==> config.mk <==
export PLATFORM = sky130hd
export DESIGN_NAME = game_sequencer_flat
export DESIGN_NICKNAME = d
export VERILOG_FILES = /design/src/rtl/car_game_pkg.sv /design/src/rtl/game_sequencer_if.sv /design/src/rtl/lfsr16.sv /design/src/rtl/game_sequencer.sv /design/src/flat_wrapper.sv
export SDC_FILE = /design/constraint.sdc
export NUM_CORES = 1
export LEC_CHECK = 0
export BUFFER_PORTS_ARGS = -buffer_cell sky130_fd_sc_hd__buf_2
export CAP_MARGIN = 15
export CORE_UTILIZATION = 35
export CTS_BUF_LIST = sky130_fd_sc_hd__clkbuf_4 sky130_fd_sc_hd__clkbuf_8
export DETAILED_ROUTE_END_ITERATION = 10
export HOLD_SLACK_MARGIN = 0.08
export PLACE_DENSITY = 0.54
export SLEW_MARGIN = 5
export SYNTH_ARGS = -nofsm -noshare
export SYNTH_HDL_FRONTEND = slang
export SYNTH_SLANG_ARGS = --single-unit
==> constraint.sdc <==
create_clock -name clk -period 2 [get_ports clk]
set_clock_uncertainty 0.2 [all_clocks]
set_input_delay 0.3 -clock clk [delete_from_list [all_inputs] [get_ports clk]]
set_output_delay 0.3 -clock clk [all_outputs]
set_load 0.01 [all_outputs]
==> src/rtl/car_game_pkg.sv <==
`default_nettype none
// ============================================================================
// Module      : car_game_pkg
// Description : Shared constants for the car game: state encodings, speed
//               defaults, LFSR polynomial/seed and score ceiling.
// Revision    : 1.0 - initial release
// ============================================================================
package car_game_pkg;

    localparam logic [2:0] c_st_idle      = 3'd0;
    localparam logic [2:0] c_st_countdown = 3'd1;
    localparam logic [2:0] c_st_run       = 3'd2;
    localparam logic [2:0] c_st_paused    = 3'd3;
    localparam logic [2:0] c_st_crash     = 3'd4;
    localparam logic [2:0] c_st_over      = 3'd5;

    localparam logic [19:0] c_speed_init = 20'd200000;
    localparam logic [19:0] c_speed_min  = 20'd20000;
    localparam logic [19:0] c_speed_step = 20'd15000;

    localparam logic [15:0] c_lfsr_mask = 16'hB400;
    localparam logic [15:0] c_lfsr_seed = 16'hACE1;

    localparam logic [13:0] c_score_max = 14'd9999;

    // Speed divisor after one level-up, clamped at the floor.
    function automatic logic [19:0] next_speed(input logic [19:0] cur,
                                               input logic [19:0] floor_val,
                                               input logic [19:0] step);
        return (cur > floor_val + step) ? cur - step : floor_val;
    endfunction

endpackage
`default_nettype wire

==> src/rtl/game_sequencer_if.sv <==
`default_nettype none
// ============================================================================
// Module      : game_sequencer_if
// Description : Board-input / traffic-control bundle for game_sequencer.
//               The random word is named rand_word since rand is reserved.
// Revision    : 1.0 - initial release
// ============================================================================
interface game_sequencer_if;

    logic        btn_start;
    logic        pause_sw;
    logic        tick;
    logic        collision;
    logic        car_passed;

    logic        run;
    logic        traffic_clear;
    logic [19:0] speed;
    logic [15:0] rand_word;
    logic [13:0] score;
    logic [3:0]  level;
    logic [1:0]  countdown;
    logic [2:0]  state;
    logic        game_over;

    modport master (
        output btn_start, pause_sw, tick, collision, car_passed,
        input  run, traffic_clear, speed, rand_word, score, level,
               countdown, state, game_over
    );

    modport slave (
        input  btn_start, pause_sw, tick, collision, car_passed,
        output run, traffic_clear, speed, rand_word, score, level,
               countdown, state, game_over
    );

endinterface
`default_nettype wire

==> src/rtl/lfsr16.sv <==
`default_nettype none
// ============================================================================
// Module      : lfsr16
// Description : Free-running 16-bit Galois LFSR, right-shifting form.
// Revision    : 1.0 - initial release
// ============================================================================
module lfsr16
    import car_game_pkg::*;
(
    input  wire logic        clk,
    input  wire logic        rst,
    output logic      [15:0] out
);

    logic [15:0] r_lfsr;

    always_ff @(posedge clk or posedge rst) begin
        if (rst) begin
            r_lfsr <= c_lfsr_seed;
        end else if (r_lfsr[0]) begin
            r_lfsr <= {1'b0, r_lfsr[15:1]} ^ c_lfsr_mask;
        end else begin
            r_lfsr <= {1'b0, r_lfsr[15:1]};
        end
    end

    assign out = r_lfsr;

endmodule
`default_nettype wire

==> src/rtl/game_sequencer.sv <==
`default_nettype none
// ============================================================================
// Module      : game_sequencer
// Description : Game-flow FSM (idle/countdown/run/pause/crash/over) with
//               score, level, speed and random source for the traffic block.
// Revision    : 1.0 - initial release
// ============================================================================
module game_sequencer
    import car_game_pkg::*;
#(
    parameter int          COUNT_TICKS  = 60,
    parameter int          CRASH_TICKS  = 90,
    parameter logic [19:0] SPEED_INIT   = c_speed_init,
    parameter logic [19:0] SPEED_MIN    = c_speed_min,
    parameter logic [19:0] SPEED_STEP   = c_speed_step,
    parameter int          LEVEL_POINTS = 10
)(
    input  wire logic       clk,
    input  wire logic       rst,
    game_sequencer_if.slave bus
);

    localparam int TICK_MAX = (COUNT_TICKS > CRASH_TICKS) ? COUNT_TICKS : CRASH_TICKS;
    localparam int TW       = $clog2(TICK_MAX + 1);
    localparam int PW       = $clog2(LEVEL_POINTS + 1);

    localparam logic [TW-1:0] c_count_last = TW'(COUNT_TICKS - 1);
    localparam logic [TW-1:0] c_crash_last = TW'(CRASH_TICKS - 1);
    localparam logic [PW-1:0] c_pts_last   = PW'(LEVEL_POINTS - 1);

    logic [2:0]    r_state;
    logic [2:0]    w_next_state;
    logic          r_btn_prev;
    logic          w_start_edge;
    logic          w_start_game;
    logic [TW-1:0] r_tick_cnt;
    logic [1:0]    r_countdown;
    logic [13:0]   r_score;
    logic [3:0]    r_level;
    logic [19:0]   r_speed;
    logic [PW-1:0] r_pts;
    logic          r_traffic_clear;
    logic          w_score_inc;
    logic          w_run;
    logic          w_game_over;
    logic [15:0]   w_rand;

    assign w_start_edge = bus.btn_start & ~r_btn_prev;
    assign w_start_game = w_start_edge & ((r_state == c_st_idle) | (r_state == c_st_over));
    // A collision in the same cycle swallows the passing car.
    assign w_score_inc  = (r_state == c_st_run) & ~bus.collision & bus.car_passed
                        & (r_score < c_score_max);

    always_ff @(posedge clk or posedge rst) begin
        if (rst) begin
            r_state <= c_st_idle;
        end else begin
            r_state <= w_next_state;
        end
    end

    always_comb begin
        w_next_state = r_state;
        case (r_state)
            c_st_idle, c_st_over: begin
                if (w_start_edge) w_next_state = c_st_countdown;
            end
            c_st_countdown: begin
                if (bus.tick && (r_tick_cnt == c_count_last) && (r_countdown == 2'd1))
                    w_next_state = c_st_run;
            end
            c_st_run: begin
                if (bus.collision)     w_next_state = c_st_crash;
                else if (bus.pause_sw) w_next_state = c_st_paused;
            end
            c_st_paused: begin
                if (!bus.pause_sw) w_next_state = c_st_run;
            end
            c_st_crash: begin
                if (bus.tick && (r_tick_cnt == c_crash_last)) w_next_state = c_st_over;
            end
            default: w_next_state = c_st_idle;
        endcase
    end

    always_comb begin
        w_run       = (r_state == c_st_run);
        w_game_over = (r_state == c_st_crash) | (r_state == c_st_over);
    end

    always_ff @(posedge clk or posedge rst) begin
        if (rst) begin
            // Held high in reset so a button already down cannot start a game.
            r_btn_prev      <= 1'b1;
            r_traffic_clear <= 1'b0;
            r_tick_cnt      <= '0;
            r_countdown     <= 2'd0;
            r_score         <= 14'd0;
            r_level         <= 4'd0;
            r_speed         <= SPEED_INIT;
            r_pts           <= '0;
        end else begin
            r_btn_prev      <= bus.btn_start;
            r_traffic_clear <= w_start_game;
            if (w_start_game) begin
                r_tick_cnt  <= '0;
                r_countdown <= 2'd3;
                r_score     <= 14'd0;
                r_level     <= 4'd0;
                r_speed     <= SPEED_INIT;
                r_pts       <= '0;
            end else begin
                case (r_state)
                    c_st_countdown: begin
                        if (bus.tick) begin
                            if (r_tick_cnt == c_count_last) begin
                                r_tick_cnt  <= '0;
                                r_countdown <= r_countdown - 2'd1;
                            end else begin
                                r_tick_cnt  <= r_tick_cnt + 1'b1;
                            end
                        end
                    end
                    c_st_run: begin
                        if (bus.collision) r_tick_cnt <= '0;
                        if (w_score_inc) begin
                            r_score <= r_score + 14'd1;
                            if (r_pts == c_pts_last) begin
                                r_pts   <= '0;
                                r_level <= (r_level == 4'd15) ? r_level : r_level + 4'd1;
                                r_speed <= next_speed(r_speed, SPEED_MIN, SPEED_STEP);
                            end else begin
                                r_pts   <= r_pts + 1'b1;
                            end
                        end
                    end
                    c_st_crash: begin
                        if (bus.tick) begin
                            r_tick_cnt <= (r_tick_cnt == c_crash_last) ? '0 : r_tick_cnt + 1'b1;
                        end
                    end
                    default: ;
                endcase
            end
        end
    end

    lfsr16 u_lfsr (
        .clk (clk),
        .rst (rst),
        .out (w_rand)
    );

    assign bus.run           = w_run;
    assign bus.game_over     = w_game_over;
    assign bus.traffic_clear = r_traffic_clear;
    assign bus.speed         = r_speed;
    assign bus.rand_word     = w_rand;
    assign bus.score         = r_score;
    assign bus.level         = r_level;
    assign bus.countdown     = r_countdown;
    assign bus.state         = r_state;

endmodule
`default_nettype wire
==> src/flat_wrapper.sv <==
// flat-port wrapper written by rule: the top's interface ports become plain ports
module game_sequencer_flat import car_game_pkg::*;
#(
    parameter int          COUNT_TICKS  = 60,
    parameter int          CRASH_TICKS  = 90,
    parameter logic [19:0] SPEED_INIT   = c_speed_init,
    parameter logic [19:0] SPEED_MIN    = c_speed_min,
    parameter logic [19:0] SPEED_STEP   = c_speed_step,
    parameter int          LEVEL_POINTS = 10
)
  (clk, rst, bus_btn_start, bus_pause_sw, bus_tick, bus_collision, bus_car_passed, bus_run, bus_traffic_clear, bus_speed, bus_rand_word, bus_score, bus_level, bus_countdown, bus_state, bus_game_over);
  game_sequencer_if bus_i ();
  input  wire logic clk;
  input  wire logic rst;
  input wire logic [$bits(bus_i.btn_start)-1:0] bus_btn_start;
  input wire logic [$bits(bus_i.pause_sw)-1:0] bus_pause_sw;
  input wire logic [$bits(bus_i.tick)-1:0] bus_tick;
  input wire logic [$bits(bus_i.collision)-1:0] bus_collision;
  input wire logic [$bits(bus_i.car_passed)-1:0] bus_car_passed;
  output wire logic [$bits(bus_i.run)-1:0] bus_run;
  output wire logic [$bits(bus_i.traffic_clear)-1:0] bus_traffic_clear;
  output wire logic [$bits(bus_i.speed)-1:0] bus_speed;
  output wire logic [$bits(bus_i.rand_word)-1:0] bus_rand_word;
  output wire logic [$bits(bus_i.score)-1:0] bus_score;
  output wire logic [$bits(bus_i.level)-1:0] bus_level;
  output wire logic [$bits(bus_i.countdown)-1:0] bus_countdown;
  output wire logic [$bits(bus_i.state)-1:0] bus_state;
  output wire logic [$bits(bus_i.game_over)-1:0] bus_game_over;
  assign bus_i.btn_start = bus_btn_start;
  assign bus_i.pause_sw = bus_pause_sw;
  assign bus_i.tick = bus_tick;
  assign bus_i.collision = bus_collision;
  assign bus_i.car_passed = bus_car_passed;
  assign bus_run = bus_i.run;
  assign bus_traffic_clear = bus_i.traffic_clear;
  assign bus_speed = bus_i.speed;
  assign bus_rand_word = bus_i.rand_word;
  assign bus_score = bus_i.score;
  assign bus_level = bus_i.level;
  assign bus_countdown = bus_i.countdown;
  assign bus_state = bus_i.state;
  assign bus_game_over = bus_i.game_over;
  game_sequencer #(.COUNT_TICKS(COUNT_TICKS), .CRASH_TICKS(CRASH_TICKS), .SPEED_INIT(SPEED_INIT), .SPEED_MIN(SPEED_MIN), .SPEED_STEP(SPEED_STEP), .LEVEL_POINTS(LEVEL_POINTS)) u_core (.clk(clk), .rst(rst), .bus(bus_i));
endmodule
==> tab_implementation.tex <==
\begin{tabular}{lr}
\hline
Metric & Value \\
\hline
\multicolumn{2}{l}{\textbf{Clocking}} \\
\quad Clock insertion delay at the later pin of the skew report & between 300 and 400 ps \\
\quad Clock tree from TritonCTS & done \\
\quad Total clock sinks & 69 \\
\quad \# H-tree levels & 3 \\
\quad Number of buffers created by CTS & 9 \\
\quad CTS clk-pin slew, worst paths & about 80 ps \\
\quad Clock Root Buffer & sky130\_fd\_sc\_hd\_\_clkbuf\_8 \\
\quad Deepest clock path buffer count & 2 \\
\multicolumn{2}{l}{\textbf{Power}} \\
\quad Overall power of the completed layout & 3.88 mW \\
\quad Fraction of power spent switching nets & 0.312 \\
\quad Leakage & around 2.5 nW \\
\quad Int Power & about 2.7 mW \\
\quad Clock network fraction of design power & 0.308 \\
\quad Power share of the combinational group & 0.269 \\
\quad Worst-case vdd ir drop & 0.415 mV \\
\quad Reg power frac & 0.423 \\
\quad Power density cells & 774 nW/um\^{}2 \\
\quad Switching power summed over all nets & about 1.2 mW \\
\multicolumn{2}{l}{\textbf{STA}} \\
\quad Number of endpoints with negative hold slack in the final report & 0 \\
\quad PnR worst setup slack & -220 ps \\
\quad Share of the cycle needed by the critical path after routing & 1.11 \\
\quad Finish-stage setup viols & 40 \\
\quad Hold slack final & about 170 ps \\
\quad RSZ-0062 raised after global routing & yes \\
\quad Highest attainable clock frequency & around 450 MHz \\
\quad Final Max Tran Viols & 0 \\
\quad Transition at the pin with the smallest max-transition slack & between 500 and 600 ps \\
\quad Period minus WS final & $\sim$2200 ps \\
\quad Max\_slew headroom & 0.661 \\
\multicolumn{2}{l}{\textbf{Logic synthesis}} \\
\quad Part of the Yosys area used for sequential elements & 0.509 \\
\quad Parity-gate share of the synthesized area counting xor and xnor cells & 0.0435 \\
\quad Adder-cell share of the synthesized area & 0.0219 \\
\quad Top FF cell, synth & sky130\_fd\_sc\_hd\_\_dfrtp\_1 \\
\quad Simple-gate share of the synthesized area & 0.204 \\
\quad Post-Syn Instances & roughly 340 \\
\quad Most frequent cells after synthesis & sky130\_fd\_sc\_hd\_\_dfrtp\_1 (54), sky130\_fd\_sc\_hd\_\_nand2\_1 (40), sky130\_fd\_sc\_hd\_\_nor2\_1 (31) \\
\quad Mean area per synthesized cell & between 9 and 10 um\^{}2 \\
\quad Proportion of netlist area held by the largest area contributor & 0.394 \\
\quad Number of enable-type register cells in the synthesized netlist & 0 \\
\quad Most common cell in the netlist & sky130\_fd\_sc\_hd\_\_dfrtp\_1 \\
\quad Post-synth cell types & between 60 and 70 \\
\quad Dominant combinational cell family by area after synthesis & simple AND/OR/NAND/NOR gates \\
\quad Post-synthesis register bit count & 69 \\
\quad Post-synth design cell area & between 3000 and 4000 um\^{}2 \\
\quad Yosys top cell by area & sky130\_fd\_sc\_hd\_\_dfrtp\_1 \\
\quad Async set-reset flop share out of synthesis & 1.00 \\
\quad Synth top area cells & sky130\_fd\_sc\_hd\_\_dfrtp\_1 (39\%), sky130\_fd\_sc\_hd\_\_dfstp\_2 (12\%), sky130\_fd\_sc\_hd\_\_nand2\_1 (4.4\%) \\
\quad Number of warnings issued by yosys & 0 \\
\quad Post-synthesis mux area share & 0.0179 \\
\quad Complex-gate fraction of the synthesized area & 0.168 \\
\multicolumn{2}{l}{\textbf{Detailed routing}} \\
\quad Number of vias in the routed layout & $\sim$3100 \\
\quad Detail-routed net length per standard cell & 13.9 um \\
\quad Total detailed-routing wirelength & 8790 um \\
\quad Violation count after the first detailed-routing iteration & between 100 and 150 \\
\quad Average via count per standard cell & 4.97 \\
\quad Antenna Violating Nets Remaining & 0 \\
\quad Total DRC errors in the routed layout & 0 \\
\quad Drt first pass iters & 4 \\
\multicolumn{2}{l}{\textbf{Floorplanning}} \\
\quad Die width & around 100 um \\
\quad Die Footprint & $\sim$10000 um\^{}2 \\
\quad Core box area & 9370 um\^{}2 \\
\quad Top-level port count & 69 \\
\quad Initial core utilization & 0.366 \\
\quad Height of the die & 101 um \\
\quad Cell Rows & 35 \\
\multicolumn{2}{l}{\textbf{Place}} \\
\quad Quantity of I/O buffers inserted on ports & 65 \\
\quad Place WS & -267 ps \\
\quad Area post-placement & approximately 4500 um\^{}2 \\
\quad GP Congestion & $\sim$0.80 \\
\quad Placed wire-length estimate after detailed placement & a little over 6000 um \\
\multicolumn{2}{l}{\textbf{Global route}} \\
\quad Overall routing resource usage & 0.186 \\
\quad Initial antenna violation count & 0 \\
\quad Largest net degree at the start of global routing & 31 \\
\quad Vias in the first global route & between 3000 and 4000 \\
\quad Residual overflow from global routing & 0 \\
\quad Global-route wire length before repair & between 10000 and 15000 um \\
\multicolumn{2}{l}{\textbf{Layout}} \\
\quad Share of cells above drive strength 1 & 0.474 \\
\quad Finished Core Util & 0.535 \\
\quad Design area & $\sim$5000 um\^{}2 \\
\quad Diode insertion count for antenna repair & 0 \\
\quad Signed area change from the synthesized netlist to the final layout & 46.2\% \\
\quad Final net count & 510 \\
\multicolumn{2}{l}{\textbf{Worst setup path}} \\
\quad Worst setup SP type & flip-flop \\
\quad Kind of end point of the critical path & flip-flop \\
\quad Arrival @ worst endpoint & 2290 ps \\
\quad Largest driver fanout on the critical path & 3 \\
\quad Data required, critical path & about 2100 ps \\
\quad Startpoint-to-endpoint class of the critical path & reg2reg \\
\multicolumn{2}{l}{\textbf{Status}} \\
\quad Status & finished, violations left \\
\quad Violated checks & setup timing \\
\multicolumn{2}{l}{\textbf{Flow run}} \\
\quad Max-capacitance violation count & 0 \\
\multicolumn{2}{l}{\textbf{Worst hold path}} \\
\quad Worst min path class & reg2reg \\
\hline
\end{tabular}
[worst max-delay path, stage by stage, from the launching register on]
cell and delay, ps:
sky130_fd_sc_hd__dfrtp_1 380, sky130_fd_sc_hd__or4_4 560, sky130_fd_sc_hd__o211a_4 270, sky130_fd_sc_hd__nor2_4 140, sky130_fd_sc_hd__and4_4 230, sky130_fd_sc_hd__and3_1 170, sky130_fd_sc_hd__mux2i_1 190
[path summary, 6_finish.rpt]
kind,start,end,slack [ps],depth (start not counted)
min in group asynchronous,rst,u_core.bus.score[7],320,3
hold reg to reg,u_core.u_lfsr.out[6],u_core.u_lfsr.out[5],170,0
setup / recovery,u_core.bus.score[4],u_core.bus.score[12],-220,6
setup reg to reg,u_core.bus.score[4],u_core.bus.score[12],-220,6
hold / removal,u_core.u_lfsr.out[6],u_core.u_lfsr.out[5],170,0
max in group asynchronous,rst,u_core.u_lfsr.out[15],620,4
[power by group through the flow]
stage / Sequential [mW] / Clock (mW) / Combinational (mW)
final: 1.64 / 1.20 / 1.04
after floorplan: 1.67 / 0 / 0.456
after global routing: 1.66 / 1.29 / 1.16
after CTS: 1.64 / 1.24 / 0.997
after global placement: 1.64 / 0 / 0.873
after detailed placement: 1.65 / 0 / 0.883
[per-stage QoR]
step	cells	setup TNS (ps)
2_1_floorplan	346	-3770
3_3_place_gp	600	-4050
3_5_place_dp	600	-5320
4_1_cts	627	-4590
5_1_grt	631	-9260
6_report	631	-4990
[layer usage]
metal | vias to the layer above | GRT usage | wire, um
met3 | 10 | 0.0444 | 421
met5 | - | 0 | 0
met2 | 80 | 0.285 | 3990
met1 | 1514 | 0.263 | 4280
met4 | 0 | 0.0546 | 95
li1 | 1535 | - | -
[cells by family (layout without fill, tap and decap cells)]
family,after synthesis,in the layout
and+or+nand+nor,136,137
AOI/OAI and AO/OA,84,84
DFF,69,69
buffers and inverters,25,180
xor gates and xnor gates,17,17
adders and majority gates,6,6
muxes,6,6
other,1,3
[sequential cells by signal, summed over array words and instances, names as in the netlist]
register                  flops
u_core.r_pts                  4
u_core.u_lfsr.out            16
u_core.bus.speed             17
u_core.bus.level              4
u_core.bus.state              3
u_core.r_btn_prev             1
u_core.bus.countdown          2
u_core.r_tick_cnt             7
u_core.bus.score             14
u_core.bus.traffic_clear      1
[area by class of cell]
type                            instances  area (um^2)
Clock buffer                            9          124
Timing Repair Buffer                  153         1040
Tap cell                              129          161
Clock inverter                          7         80.1
Multi-Input combinational cell        253         1810
Inverter                               11         45.0
Fill cell                             889         4360
Sequential cell                        69         1750
[layout by cell type, fill, tap and decap left out, types with 4 or more instances in the layout]
master | netlist | layout
sky130_fd_sc_hd__dfrtp_1 | 54 | 51
sky130_fd_sc_hd__o21ai_1 | 2 | 11
sky130_fd_sc_hd__ha_1 | 6 | 4
sky130_fd_sc_hd__nand3_1 | 11 | 10
sky130_fd_sc_hd__buf_6 | 1 | 6
sky130_fd_sc_hd__buf_2 | 2 | 66
sky130_fd_sc_hd__o21ai_0 | 23 | 7
sky130_fd_sc_hd__o21ai_2 | 1 | 6
sky130_fd_sc_hd__buf_4 | 4 | 76
sky130_fd_sc_hd__xnor2_1 | 6 | 6
sky130_fd_sc_hd__inv_1 | 11 | 10
sky130_fd_sc_hd__nor2_1 | 31 | 26
sky130_fd_sc_hd__dfstp_2 | 15 | 15
sky130_fd_sc_hd__nand2b_1 | 6 | 6
sky130_fd_sc_hd__nor2_2 | 1 | 5
sky130_fd_sc_hd__nor3_1 | 6 | 5
sky130_fd_sc_hd__inv_6 | 0 | 4
sky130_fd_sc_hd__nand2_1 | 40 | 38
sky130_fd_sc_hd__xor2_1 | 11 | 11
sky130_fd_sc_hd__a22o_1 | 5 | 5
sky130_fd_sc_hd__a21oi_1 | 17 | 14
sky130_fd_sc_hd__and3_1 | 13 | 13
sky130_fd_sc_hd__clkbuf_8 | 0 | 9
sky130_fd_sc_hd__nor2b_1 | 6 | 4
sky130_fd_sc_hd__mux2i_1 | 5 | 5
[timing repair]
item                                    4_1_cts  5_1_grt
pin swaps                                    26       14
setup buffers                                 7        4
hold buffers                                  3        0
endpoints found under the hold margin        22        0
gates resized for setup                      33       25
gates cloned                                  1        1
endpoints found under the setup margin       46       48
No activity file was read; power rests on OpenSTA's default activity.
